==> src/rtl/fifo_wr_arbiter_if.sv <==
// Handshake bundle between two word producers, the write arbiter and the FIFO write port.
// The arbiter connects through the slave modport; the producer/FIFO side uses master.
interface fifo_wr_arbiter_if #(
    parameter int DATA_WIDTH = 16
);
    logic                  req0;
    logic [DATA_WIDTH-1:0] data0;
    logic                  ack0;
    logic                  req1;
    logic [DATA_WIDTH-1:0] data1;
    logic                  ack1;
    logic                  fifo_full;
    logic                  fifo_wr;
    logic [DATA_WIDTH-1:0] fifo_wdata;
    logic                  gnt_id;
    logic                  stall;
    logic                  stall_clr;

    modport master (
        output req0, data0, req1, data1, fifo_full, stall_clr,
        input  ack0, ack1, fifo_wr, fifo_wdata, gnt_id, stall
    );

    modport slave (
        input  req0, data0, req1, data1, fifo_full, stall_clr,
        output ack0, ack1, fifo_wr, fifo_wdata, gnt_id, stall
    );
endinterface

==> src/rtl/fifo_wr_arbiter.sv <==
// Round-robin arbiter serialising words from two requesters onto one FIFO write port,
// with an idle cycle after every write and a sticky stall flag for long full waits.
module fifo_wr_arbiter #(
    parameter int DATA_WIDTH  = 16,
    parameter int STALL_LIMIT = 255,
    parameter int CNT_WIDTH   = 8
) (
    input logic              clk,
    input logic              reset_n,
    fifo_wr_arbiter_if.slave bus
);
    typedef enum logic {
        IDLE  = 1'b0,
        WRITE = 1'b1
    } state_t;

    localparam logic [CNT_WIDTH-1:0] LIMIT = CNT_WIDTH'(STALL_LIMIT);

    state_t                state_q, state_d;
    logic [DATA_WIDTH-1:0] wdata_q, wdata_d;
    logic                  gnt_q, gnt_d;
    logic                  rr_q, rr_d;
    logic [CNT_WIDTH-1:0]  cnt_q, cnt_d;
    logic                  stall_q, stall_d;
    logic [1:0]            cand;
    logic                  winner;

    always_ff @(posedge clk or negedge reset_n) begin
        if (!reset_n) begin
            state_q <= IDLE;
            wdata_q <= '0;
            gnt_q   <= 1'b0;
            rr_q    <= 1'b0;
            cnt_q   <= '0;
            stall_q <= 1'b0;
        end else begin
            state_q <= state_d;
            wdata_q <= wdata_d;
            gnt_q   <= gnt_d;
            rr_q    <= rr_d;
            cnt_q   <= cnt_d;
            stall_q <= stall_d;
        end
    end

    // A full FIFO removes both requesters from arbitration; the pointer only breaks ties.
    always_comb begin
        state_d = state_q;
        wdata_d = wdata_q;
        gnt_d   = gnt_q;
        rr_d    = rr_q;
        cnt_d   = cnt_q;
        stall_d = stall_q;
        cand    = bus.fifo_full ? 2'b00 : {bus.req1, bus.req0};
        winner  = (cand == 2'b11) ? rr_q : cand[1];

        case (state_q)
            IDLE: begin
                if (cand != 2'b00) begin
                    wdata_d = winner ? bus.data1 : bus.data0;
                    gnt_d   = winner;
                    rr_d    = ~winner;
                    state_d = WRITE;
                end
                if ((bus.req0 || bus.req1) && bus.fifo_full && (cnt_q != LIMIT)) begin
                    cnt_d = cnt_q + 1'b1;
                end
            end
            WRITE: begin
                state_d = IDLE;
                cnt_d   = '0;
            end
            default: state_d = IDLE;
        endcase

        if (cnt_d == LIMIT) begin
            stall_d = 1'b1;
        end
        if (bus.stall_clr) begin
            cnt_d   = '0;
            stall_d = 1'b0;
        end
    end

    assign bus.fifo_wr    = (state_q == WRITE);
    assign bus.ack0       = (state_q == WRITE) && !gnt_q;
    assign bus.ack1       = (state_q == WRITE) && gnt_q;
    assign bus.fifo_wdata = wdata_q;
    assign bus.gnt_id     = gnt_q;
    assign bus.stall      = stall_q;
endmodule

==> src/flat_wrapper.sv <==
// flat-port wrapper written by rule: the top's interface ports become plain ports
module fifo_wr_arbiter_flat 
#(
    parameter int DATA_WIDTH  = 16,
    parameter int STALL_LIMIT = 255,
    parameter int CNT_WIDTH   = 8
)
  (clk, reset_n, bus_req0, bus_data0, bus_req1, bus_data1, bus_fifo_full, bus_stall_clr, bus_ack0, bus_ack1, bus_fifo_wr, bus_fifo_wdata, bus_gnt_id, bus_stall);
  fifo_wr_arbiter_if #(.DATA_WIDTH(DATA_WIDTH)) bus_i ();
  input logic clk;
  input logic reset_n;
  input wire logic [$bits(bus_i.req0)-1:0] bus_req0;
  input wire logic [$bits(bus_i.data0)-1:0] bus_data0;
  input wire logic [$bits(bus_i.req1)-1:0] bus_req1;
  input wire logic [$bits(bus_i.data1)-1:0] bus_data1;
  input wire logic [$bits(bus_i.fifo_full)-1:0] bus_fifo_full;
  input wire logic [$bits(bus_i.stall_clr)-1:0] bus_stall_clr;
  output wire logic [$bits(bus_i.ack0)-1:0] bus_ack0;
  output wire logic [$bits(bus_i.ack1)-1:0] bus_ack1;
  output wire logic [$bits(bus_i.fifo_wr)-1:0] bus_fifo_wr;
  output wire logic [$bits(bus_i.fifo_wdata)-1:0] bus_fifo_wdata;
  output wire logic [$bits(bus_i.gnt_id)-1:0] bus_gnt_id;
  output wire logic [$bits(bus_i.stall)-1:0] bus_stall;
  assign bus_i.req0 = bus_req0;
  assign bus_i.data0 = bus_data0;
  assign bus_i.req1 = bus_req1;
  assign bus_i.data1 = bus_data1;
  assign bus_i.fifo_full = bus_fifo_full;
  assign bus_i.stall_clr = bus_stall_clr;
  assign bus_ack0 = bus_i.ack0;
  assign bus_ack1 = bus_i.ack1;
  assign bus_fifo_wr = bus_i.fifo_wr;
  assign bus_fifo_wdata = bus_i.fifo_wdata;
  assign bus_gnt_id = bus_i.gnt_id;
  assign bus_stall = bus_i.stall;
  fifo_wr_arbiter #(.DATA_WIDTH(DATA_WIDTH), .STALL_LIMIT(STALL_LIMIT), .CNT_WIDTH(CNT_WIDTH)) u_core (.clk(clk), .reset_n(reset_n), .bus(bus_i));
endmodule
==> config.mk <==
export PLATFORM = sky130hd
export DESIGN_NAME = fifo_wr_arbiter_flat
export DESIGN_NICKNAME = d
export VERILOG_FILES = /design/src/rtl/fifo_wr_arbiter_if.sv /design/src/rtl/fifo_wr_arbiter.sv /design/src/flat_wrapper.sv
export SDC_FILE = /design/constraint.sdc
export NUM_CORES = 1
export LEC_CHECK = 0
export CORE_ASPECT_RATIO = 1.1
export CORE_MARGIN = 3
export CORE_UTILIZATION = 61
export DETAILED_ROUTE_END_ITERATION = 8
export DONT_BUFFER_PORTS = 1
export PLACE_DENSITY = 0.86
export SETUP_SLACK_MARGIN = 0.15
export SLEW_MARGIN = 0
export SYNTH_ARGS = -nofsm -noshare
export SYNTH_HDL_FRONTEND = slang
export SYNTH_SLANG_ARGS = --single-unit
==> constraint.sdc <==
create_clock -name clk -period 2.1 [get_ports clk]
set_input_delay 0.315 -clock clk [delete_from_list [all_inputs] [get_ports clk]]
set_output_delay 0.315 -clock clk [all_outputs]
set_load 0.02 [all_outputs]
==> results.toml, run 1 <==
[run_status]
outcome = "finished, final reports clean"

[pwr]
ir_worst_vdd_mv = 0.5977
power_density_mw_per_mm2 = 754.9
leakage_nw = 0.6360

[sta]
max_freq_ghz = 0.5280
clock-skew-final_ns = 0.004639
final_period_minus_worst_setup_slack_ns = 1.894
worst_slew_margin_rel = 0.5949
layout_worst_path_cycle_share = 0.9019
final-hold-violation-count = 0
unrepaired_setup_endpoints_after_global_routing = "false"
max_slew_vio_count = 0
timing_worst_slew_pin_value_ns = 0.6069
setup_viol_count_final = 0
setup_tns_ns = 0

[worst_setup_path]
endpoint_kind = "flip-flop"
critical_path.max_fanout = 4
start_point_of_the_critical_path = "u_core.cnt_q[0]$_DFF_PN0_"
ff2ff_setup_slack_ns = 0.21
critical_setup_path_kind = "reg2reg"
critical_path_required_ns = 2.32
startpoint_type = "flip-flop"
critical_path.reg2reg.startpoint = "u_core.cnt_q[0]$_DFF_PN0_"
worst_r2r_end = "u_core.bus.stall$_DFFE_PN0P_"
rr_worst_depth = 6
critical_path_arrival_ns = 2.11

[worst_hold_path]
min-delay-start = "bus_stall_clr"
whs_endpoint = "u_core.cnt_q[3]$_DFF_PN0_"
min_delay_path_depth = 1
worst_hold_path_type = "in2reg"

[synthesis]
synth.lib_cells_used.distinct = 36
mappedNetlistArea_sq_mm = 0.001346
yosys_warnings = 0
syn-mean-instance-area_sq_um = 9.481
synth-seq-area-share = 0.5204
syn_inst = 142
synth-seq-cells = 28
postSynthNetCount = 181

[route]
wire_per_inst_um = 17.35
vias_per_std_cell = 6.297
detail_route.wirelength_um = 3036
detail-route-antenna-nets = 0
detail_route.iter0.violations = 14
drcViolationCount = 0
drt-pass1-iter-count = 4
vias = 1102

[die]
std_cell_rows = 17
floorplan.die.height_um = 55.27
top_level_ports = 59
initial_utilization = 0.6593
die-width_um = 50.79
core_area_sq_mm = 0.002042
die-area_sq_mm = 0.002807

[placement]
detailedPlacementHpwl_um = 2140
placed_cells_incl_taps = 166
place.port_buffers = 0
place_congestion = 0.9490

[cts]
insertion_delay_ns = 0.31
tritoncts_num_sinks = 28
cts.reportedPaths.clkPinSlew_ns = 0.13
cts_htree_levels = 1
cts_tree = "yes"
cts_buf_count = 3
cts_root_buf = "sky130_fd_sc_hd__clkbuf_4"
max-clock-path-buffers = 2

[cells_and_area]
highest_count_cells_in_the_layout_ignoring_fill_and_taps = "sky130_fd_sc_hd__dfrtp_1, sky130_fd_sc_hd__nand2_1, sky130_fd_sc_hd__o21ai_0, sky130_fd_sc_hd__o22ai_1, sky130_fd_sc_hd__nor2_1"
final_layout_size_suffix_gt1_frac = 0.1429
mostFrequentLayoutCell = "sky130_fd_sc_hd__dfrtp_1"
final_net_count = 188
layout-area-overhead-vs-synth_pct = 8.922
antennaDiodeCount = 0
layoutNonFillerInstCount = 175

[grt]
number_of_antenna_violations_at_the_first_check_in_global_routing = 0
overflow = 0
first_pass_grt_wire_length_um = 5257
grt_use_total = 0.2371
first_global_vias = 1177
grt_start_max_net_pins = 36

[job]
maxCapViolCount = 0
## cell usage after synthesis
cell / instances / share of area
sky130_fd_sc_hd__dfrtp_1: 28 / 0.52
sky130_fd_sc_hd__nor2b_1: 3 / 0.014
sky130_fd_sc_hd__a41o_1: 1 / 0.0074
sky130_fd_sc_hd__o21ai_1: 3 / 0.011
sky130_fd_sc_hd__nand2b_1: 1 / 0.0046
sky130_fd_sc_hd__a41oi_1: 1 / 0.0065
sky130_fd_sc_hd__clkbuf_1: 3 / 0.0084
sky130_fd_sc_hd__mux2_2: 1 / 0.0084
sky130_fd_sc_hd__a211oi_1: 1 / 0.0056
sky130_fd_sc_hd__ha_1: 1 / 0.0093
sky130_fd_sc_hd__and4_1: 1 / 0.0065
sky130_fd_sc_hd__o21a_1: 1 / 0.0056
sky130_fd_sc_hd__nand4_1: 2 / 0.0093
sky130_fd_sc_hd__a21o_1: 1 / 0.0056
sky130_fd_sc_hd__or3_1: 1 / 0.0046
sky130_fd_sc_hd__xnor2_1: 1 / 0.0065
sky130_fd_sc_hd__and2_1: 1 / 0.0046
sky130_fd_sc_hd__mux2i_1: 3 / 0.022
sky130_fd_sc_hd__o21ai_2: 1 / 0.0065
sky130_fd_sc_hd__o31ai_1: 1 / 0.0056
sky130_fd_sc_hd__and3_1: 2 / 0.0093
sky130_fd_sc_hd__a21oi_1: 2 / 0.0074
sky130_fd_sc_hd__a311o_1: 1 / 0.0074
sky130_fd_sc_hd__nor2_1: 8 / 0.022
sky130_fd_sc_hd__nor3b_1: 1 / 0.0056
sky130_fd_sc_hd__nand3_1: 3 / 0.011
sky130_fd_sc_hd__or2_2: 1 / 0.0046
sky130_fd_sc_hd__nand2_1: 22 / 0.061
sky130_fd_sc_hd__a211oi_2: 1 / 0.0093
sky130_fd_sc_hd__nor3_1: 2 / 0.0074
sky130_fd_sc_hd__buf_2: 3 / 0.011
sky130_fd_sc_hd__inv_1: 3 / 0.0084
sky130_fd_sc_hd__nor3_2: 2 / 0.015
sky130_fd_sc_hd__o22ai_1: 17 / 0.079
sky130_fd_sc_hd__nor2_2: 1 / 0.0046
sky130_fd_sc_hd__o21ai_0: 17 / 0.063
## final cells by class
cell class / count / area, sq um
Sequential cell: 28 / 701.9
Multi-Input combinational cell: 105 / 620.6
Fill cell: 160 / 575.6
Timing Repair Buffer: 8 / 75.07
Tap cell: 28 / 35.03
Clock buffer: 3 / 22.52
Inverter: 3 / 11.26
## how the worst max path moves through the flow
stage	to	slack (ns)	cells past startpoint
after floorplan	u_core.bus.stall$_DFFE_PN0P_	0.34	6
after global placement	u_core.bus.stall$_DFFE_PN0P_	0.29	6
after detailed placement	u_core.bus.stall$_DFFE_PN0P_	0.17	6
after CTS	u_core.bus.stall$_DFFE_PN0P_	0.15	6
after global routing	u_core.bus.stall$_DFFE_PN0P_	0.12	6
final	u_core.bus.stall$_DFFE_PN0P_	0.21	6
## per-stage QoR
stage	utilization	instance area (sq um)	hold slack, ns	setup slack, ns	total power, mW
6_report	0.7181	1466	0.04076	0.2061	1.107
5_1_grt	0.7181	1466	0.004195	0.1158	1.178
3_3_place_gp	0.6728	1374	0.02015	0.2911	0.8772
3_5_place_dp	0.6728	1374	0.01998	0.1711	0.8902
2_1_floorplan	-	1346	0.01941	0.3436	0.8494
4_1_cts	0.7022	1434	0.03402	0.1523	1.108
## cells by family (layout without fill, tap and decap cells)
logic type,after synthesis,after routing,share of synthesized area
AOI/OAI and AO/OA,48,48,0.2203
muxes,4,4,0.03067
xor gates and xnor gates,1,1,0.006507
DFF,28,28,0.5204
adders and majority gates,1,1,0.009292
and+or+nand+nor,51,51,0.1850
buffers and inverters,9,14,0.02788
## registers in the layout, summed over array words and instances (netlist names)
register	cells
u_core.rr_q	1
u_core.bus.fifo_wr	1
u_core.bus.fifo_wdata	16
u_core.bus.gnt_id	1
u_core.cnt_q	8
u_core.bus.stall	1
## layer usage
metal	share of wire	vias to the layer above	routed length, um	track usage
met1	0.37	523	1133	0.2754
met5	0	-	0	0
met2	0.55	39	1676	0.4179
met4	0.024	0	73	0.1000
met3	0.050	8	152	0.04582
li1	-	532	-	-
## power breakdown
| group | total, mW | switching, mW | internal [mW] | leakage [nW] |
|---|---|---|---|---|
| Combinational | 0.160 | 0.0959 | 0.0644 | 0.264 |
| Sequential | 0.741 | 0.133 | 0.607 | 0.358 |
| Clock | 0.206 | 0.139 | 0.0671 | 0.0138 |
## repair_timing
action	CTS	global route
hold endpoints to repair	28	0
cloned	0	0
buffers inserted	1	3
setup endpoints to repair	1	2
hold buffers	2	0
pin swaps	0	0
resized for setup	0	3
## critical path, stage by stage, from the launching register on
cell and delay, ns:
sky130_fd_sc_hd__dfrtp_2 0.45, sky130_fd_sc_hd__ha_1 0.24, sky130_fd_sc_hd__and4_1 0.22, sky130_fd_sc_hd__a211oi_2 0.28, sky130_fd_sc_hd__mux2i_2 0.32, sky130_fd_sc_hd__nor3_2 0.08, sky130_fd_sc_hd__a41o_1 0.22
Note: power is estimated with default switching activity, not from simulation.
==> run 2, diff against run 1 <==
- ABC_AREA: not set -> 1
- CORE_UTILIZATION: 61 -> 62
- PLACE_DENSITY: 0.86 -> 0.87
- SKIP_CTS_REPAIR_TIMING: not set -> 1
==> run 2 against run 1 <==
Compared with the run above: synthesized area grew 13%; register-to-register slack gained 0.21 ns; via count grew 1.2%; global-route usage shrank 2.7 points; cell count grew 8.0%; largest cell class is now multi-input gates; largest power group unchanged.
==> results.toml, run 2 <==
[pwr]
ir_worst_vdd_mv = 0.6239
power_density_mw_per_mm2 = 717.7
leakage_nw = 0.6917
fin_total_pwr_mw = 1.147

[placement]
place_congestion = 0.9124
place.port_buffers = 0
detailedPlacementHpwl_um = 2376
area_of_placed_instances_sq_mm = 0.001545
detailedPlace.worstSlack_ns = 0.4294
placed_cells_incl_taps = 184

[sta]
timing_worst_slew_pin_value_ns = 0.3686
layout_worst_path_cycle_share = 0.8100
final_period_minus_worst_setup_slack_ns = 1.701
timing.final.ws_setup_ns = 0.3989
final-hold-violation-count = 0
setup_viol_count_final = 0
worst_slew_margin_rel = 0.7534
setup_tns_ns = 0
max_slew_vio_count = 0
clock-skew-final_ns = 0.01295
unrepaired_setup_endpoints_after_global_routing = "false"
max_freq_ghz = 0.5879

[route]
wire_per_inst_um = 16.28
drcViolationCount = 0
vias = 1115
detail_route.iter0.violations = 29
detail-route-antenna-nets = 0
drt-pass1-iter-count = 4
vias_per_std_cell = 5.899
detail_route.wirelength_um = 3077

[synthesis]
netlist_top_cells_count = "sky130_fd_sc_hd__dfrtp_1, sky130_fd_sc_hd__nand2_1, sky130_fd_sc_hd__nor2_1"
syn_inst = 158
synth_edf_count = 0
yosys_warnings = 0
synth_top_area_share = 0.4594
synth-seq-area-share = 0.4594
yosys.cell_count.top_type = "sky130_fd_sc_hd__dfrtp_1"
ys_async_sr_fraction = 1.000
synth-seq-cells = 28
synth_ff_type = "sky130_fd_sc_hd__dfrtp_1"
post-synth-top-area-cell = "sky130_fd_sc_hd__dfrtp_1"
synth.lib_cells_used.distinct = 21
postSynthNetCount = 197
mappedNetlistArea_sq_mm = 0.001525
syn-mean-instance-area_sq_um = 9.653
synth.top_cells.by_area = "sky130_fd_sc_hd__dfrtp_1, sky130_fd_sc_hd__mux2_2, sky130_fd_sc_hd__mux2_1"

[die]
die-width_um = 53.29
core_area_sq_mm = 0.002297
floorplan.die.height_um = 58.02
top_level_ports = 59
initial_utilization = 0.6639
die-area_sq_mm = 0.003092
std_cell_rows = 18

[worst_hold_path]
worst_hold_path_type = "in2reg"

[grt]
grt_use_total = 0.2103
grt_start_max_net_pins = 29
first_global_vias = 1242
number_of_antenna_violations_at_the_first_check_in_global_routing = 0
overflow = 0
first_pass_grt_wire_length_um = 4892

[worst_setup_path]
critical_path.max_fanout = 10
ff2ff_setup_slack_ns = 0.42
endpoint_kind = "output pin"
startpoint_type = "flip-flop"
critical_setup_path_kind = "reg2out"
critical_path_required_ns = 1.78
critical_path_arrival_ns = 1.39

[cells_and_area]
final_net_count = 200
highest_count_cells_in_the_layout_ignoring_fill_and_taps = "sky130_fd_sc_hd__dfrtp_1, sky130_fd_sc_hd__nand2_1, sky130_fd_sc_hd__nor2_1"
antennaDiodeCount = 0
design_area_sq_mm = 0.001598
mostFrequentLayoutCell = "sky130_fd_sc_hd__dfrtp_1"
layoutNonFillerInstCount = 189
final_layout_size_suffix_gt1_frac = 0.1950
max_reg_flops = 16
layout-area-overhead-vs-synth_pct = 4.758

[cts]
cts_root_buf = "sky130_fd_sc_hd__clkbuf_4"
insertion_delay_ns = 0.31
cts_tree = "yes"
tritoncts_num_sinks = 28
cts.reportedPaths.clkPinSlew_ns = 0.14
max-clock-path-buffers = 2
cts_htree_levels = 1
cts_buf_count = 3

[run_status]
outcome = "finished, final reports clean"

[job]
maxCapViolCount = 0
-- run 2: cell count changes after synthesis, sizes merged, moves of 9 or more --
cell   before  now
mux2        1   32
nor2        9   20
o22ai      17    0
nand3       3   12
inv         3   13
o21ai      21    4
-- run 2: final timing paths --
kind                                              start                                    end  cells past startpoint
max reg2reg                   u_core.cnt_q[0]$_DFF_PN0_           u_core.bus.stall$_DFFE_PN0P_                     11
min                                       bus_stall_clr           u_core.bus.stall$_DFFE_PN0P_                      1
max in group asynchronous                       reset_n   u_core.bus.fifo_wdata[1]$_DFFE_PN0P_                      2
min in group asynchronous                       reset_n  u_core.bus.fifo_wdata[15]$_DFFE_PN0P_                      2
max                        u_core.bus.fifo_wr$_DFF_PN0_                               bus_ack0                      2
min reg2reg                     u_core.rr_q$_DFFE_PN0P_                u_core.rr_q$_DFFE_PN0P_                      2
-- run 2: layout make-up --
cell class	instances	area [sq um]
Sequential cell	28	700.7
Fill cell	178	699.4
Clock buffer	3	22.52
Timing Repair Buffer	3	37.54
Inverter	13	48.80
Tap cell	30	37.54
Multi-Input combinational cell	112	750.7
-- run 2: logic make-up (layout without fill, tap and decap cells) --
kind of cell	after synthesis	after routing	synth area share
flip-flops	28	28	0.4594
AND/OR/NAND/NOR	70	70	0.2149
adder cells (fa/ha/maj)	1	1	0.008202
multiplexers	32	32	0.2363
AO/OA/AOI/OAI	9	9	0.02952
buffers and inverters	18	19	0.05168
-- run 2: report_power, final --
group / leakage (nW) / switching [mW] / internal [mW] / total, mW
registers: 0.348 / 0.144 / 0.614 / 0.758
logic: 0.330 / 0.0856 / 0.0954 / 0.181
clock network: 0.0138 / 0.141 / 0.0669 / 0.208
-- run 2: per-stage QoR --
step                      hold WS, ns  utilization
final                         0.03578       0.6955
after global placement        0.02012       0.6727
after floorplan               0.01941            -
after detailed placement      0.02003       0.6727
after global routing          0.02322       0.6955
after CTS                     -0.3422       0.6825
-- run 2: critical path, cell delays in order (launching register included) --
cell                      delay [ns]
sky130_fd_sc_hd__dfrtp_1        0.57
sky130_fd_sc_hd__inv_2          0.17
sky130_fd_sc_hd__nor2_1         0.33
-- run 2: layer usage --
| metal | track usage | wire length [um] | vias to the layer above | part of all wire |
|---|---|---|---|---|
| met5 | 0 | 0 | - | 0 |
| met4 | 0.07299 | 45 | 0 | 0.015 |
| met3 | 0.04627 | 177 | 6 | 0.058 |
| met2 | 0.3818 | 1663 | 40 | 0.54 |
| met1 | 0.2358 | 1190 | 539 | 0.39 |
| li1 | - | - | 530 | - |
==> run 3, diff against run 2 <==
- ABC_AREA: 1 -> 0
- CORE_UTILIZATION: 62 -> 61
- PLACE_DENSITY: 0.87 -> 0.86
- clock period: 2.1 -> 1.6 ns (I/O delays scaled with it)
==> run 3 against run 2 <==
Compared with the run above: the flow now finishes with violations (negative setup slack); first-iteration DRC count rose by 3.4%; count of clock-buffer cells in the layout did not move; sequential power rose by 28%; clock skew rose by 0.0034 ns; largest cell class is now registers; largest power group unchanged; highest routed layer unchanged.
==> results.toml, run 3 (same netlist as run 1, synthesis figures left out) <==
[die]
std_cell_rows = 17
top_level_ports = 59
die-width_um = 50.79
floorplan.die.height_um = 55.27
die-area_sq_mm = 0.002807
initial_utilization = 0.6593
core_area_sq_mm = 0.002042

[worst_setup_path]
critical_setup_path_kind = "reg2reg"
startpoint_type = "flip-flop"
rr_worst_depth = 5
critical_path_required_ns = 1.85
critical_path_arrival_ns = 1.88
endpoint_kind = "flip-flop"
critical_path.max_fanout = 5

[cts]
cts.reportedPaths.clkPinSlew_ns = 0.16
max-clock-path-buffers = 2
cts_htree_levels = 1
cts_buf_count = 3
cts_root_buf = "sky130_fd_sc_hd__clkbuf_4"
tritoncts_num_sinks = 28
cts_tree = "yes"
insertion_delay_ns = 0.33

[cells_and_area]
antennaDiodeCount = 0
layout-area-overhead-vs-synth_pct = 17.66
mostFrequentLayoutCell = "sky130_fd_sc_hd__dfrtp_1"
final_layout_size_suffix_gt1_frac = 0.2171
max_reg_flops = 16
highest_count_cells_in_the_layout_ignoring_fill_and_taps = "sky130_fd_sc_hd__dfrtp_1, sky130_fd_sc_hd__nand2_1, sky130_fd_sc_hd__o21ai_0, sky130_fd_sc_hd__o22ai_1"
final_net_count = 192

[pwr]
ir_worst_vdd_mv = 0.8550
leakage_nw = 0.6673
power_density_mw_per_mm2 = 1048
fin_total_pwr_mw = 1.659

[placement]
place.port_buffers = 0
place_congestion = 0.9130
detailedPlacementHpwl_um = 2236
detailedPlace.worstSlack_ns = -0.01124

[route]
vias_per_std_cell = 6.294
detail_route.iter0.violations = 30
detail_route.wirelength_um = 3162
wire_per_inst_um = 17.57
vias = 1133
detail-route-antenna-nets = 0
drcViolationCount = 0
drt-pass1-iter-count = 4

[run_status]
outcome = "complete, but fails checks"
failed_checks = "negative setup slack"

[sta]
max_freq_ghz = 0.6141
unrepaired_setup_endpoints_after_global_routing = "true"
layout_worst_path_cycle_share = 1.018
timing.final.ws_setup_ns = -0.02830
max_slew_vio_count = 0
setup_viol_count_final = 1
timing_worst_slew_pin_value_ns = 0.5119
final-hold-violation-count = 0
worst_slew_margin_rel = 0.6565
clock-skew-final_ns = 0.01640
final_period_minus_worst_setup_slack_ns = 1.628

[worst_hold_path]
min_delay_path_depth = 2
worst_hold_path_type = "in2reg"

[grt]
grt_start_max_net_pins = 29
overflow = 0
first_pass_grt_wire_length_um = 5092
grt_use_total = 0.2336
first_global_vias = 1185
number_of_antenna_violations_at_the_first_check_in_global_routing = 0

[job]
maxCapViolCount = 0
==> run 3: critical path: stages, from the launching register on <==
cell                       delay (ns)
sky130_fd_sc_hd__dfrtp_1         0.46
sky130_fd_sc_hd__and3_2          0.29
sky130_fd_sc_hd__a211oi_2        0.26
sky130_fd_sc_hd__mux2i_1         0.29
sky130_fd_sc_hd__nor3_2          0.06
sky130_fd_sc_hd__a41o_1          0.18
==> run 3: area by class of cell <==
class,count,area (sq um)
clock buffer,3,22.52
multi-input combinational,105,673.1
tap,28,35.03
fill,159,457.9
clock inverter,1,30.03
timing repair buffer,12,111.4
inverter,3,11.26
sequential,28,700.7
==> run 3: routing by layer <==
| metal | vias to the layer above | GRT usage | routed length, um |
|---|---|---|---|
| met4 | 0 | 0.1115 | 91 |
| li1 | 540 | - | - |
| met2 | 54 | 0.4104 | 1652 |
| met5 | - | 0 | 0 |
| met3 | 12 | 0.04313 | 239 |
| met1 | 527 | 0.2676 | 1178 |
==> run 3: final timing paths <==
path | start | endpoint | slack (ns)
max | u_core.cnt_q[5]$_DFF_PN0_ | u_core.bus.stall$_DFFE_PN0P_ | -0.03
min | bus_data0[12] | u_core.bus.fifo_wdata[12]$_DFFE_PN0P_ | 0.09
max reg2reg | u_core.cnt_q[5]$_DFF_PN0_ | u_core.bus.stall$_DFFE_PN0P_ | -0.03
min reg2reg | u_core.rr_q$_DFFE_PN0P_ | u_core.rr_q$_DFFE_PN0P_ | 0.57
max in group asynchronous | reset_n | u_core.cnt_q[1]$_DFF_PN0_ | 1.12
min in group asynchronous | reset_n | u_core.cnt_q[7]$_DFF_PN0_ | 0.31
==> run 3: power by group <==
part           internal, mW  switching, mW
logic                0.0942          0.137
registers             0.797          0.172
clock network         0.254          0.206
total                  1.14          0.515
==> run 3: per-stage QoR <==
stage	std cells	cell area (sq um)	utilization	hold WS (ns)	TNS, ns
after floorplan	142	1365	-	-0.05559	0
after CTS	175	1481	0.7255	-0.4318	-0.01852
final	180	1584	0.7757	0.08518	-0.02830
after global routing	180	1584	0.7757	0.09701	-0.1403
after global placement	171	1429	0.6998	-0.05476	0
after detailed placement	171	1429	0.6998	-0.05511	-0.01124
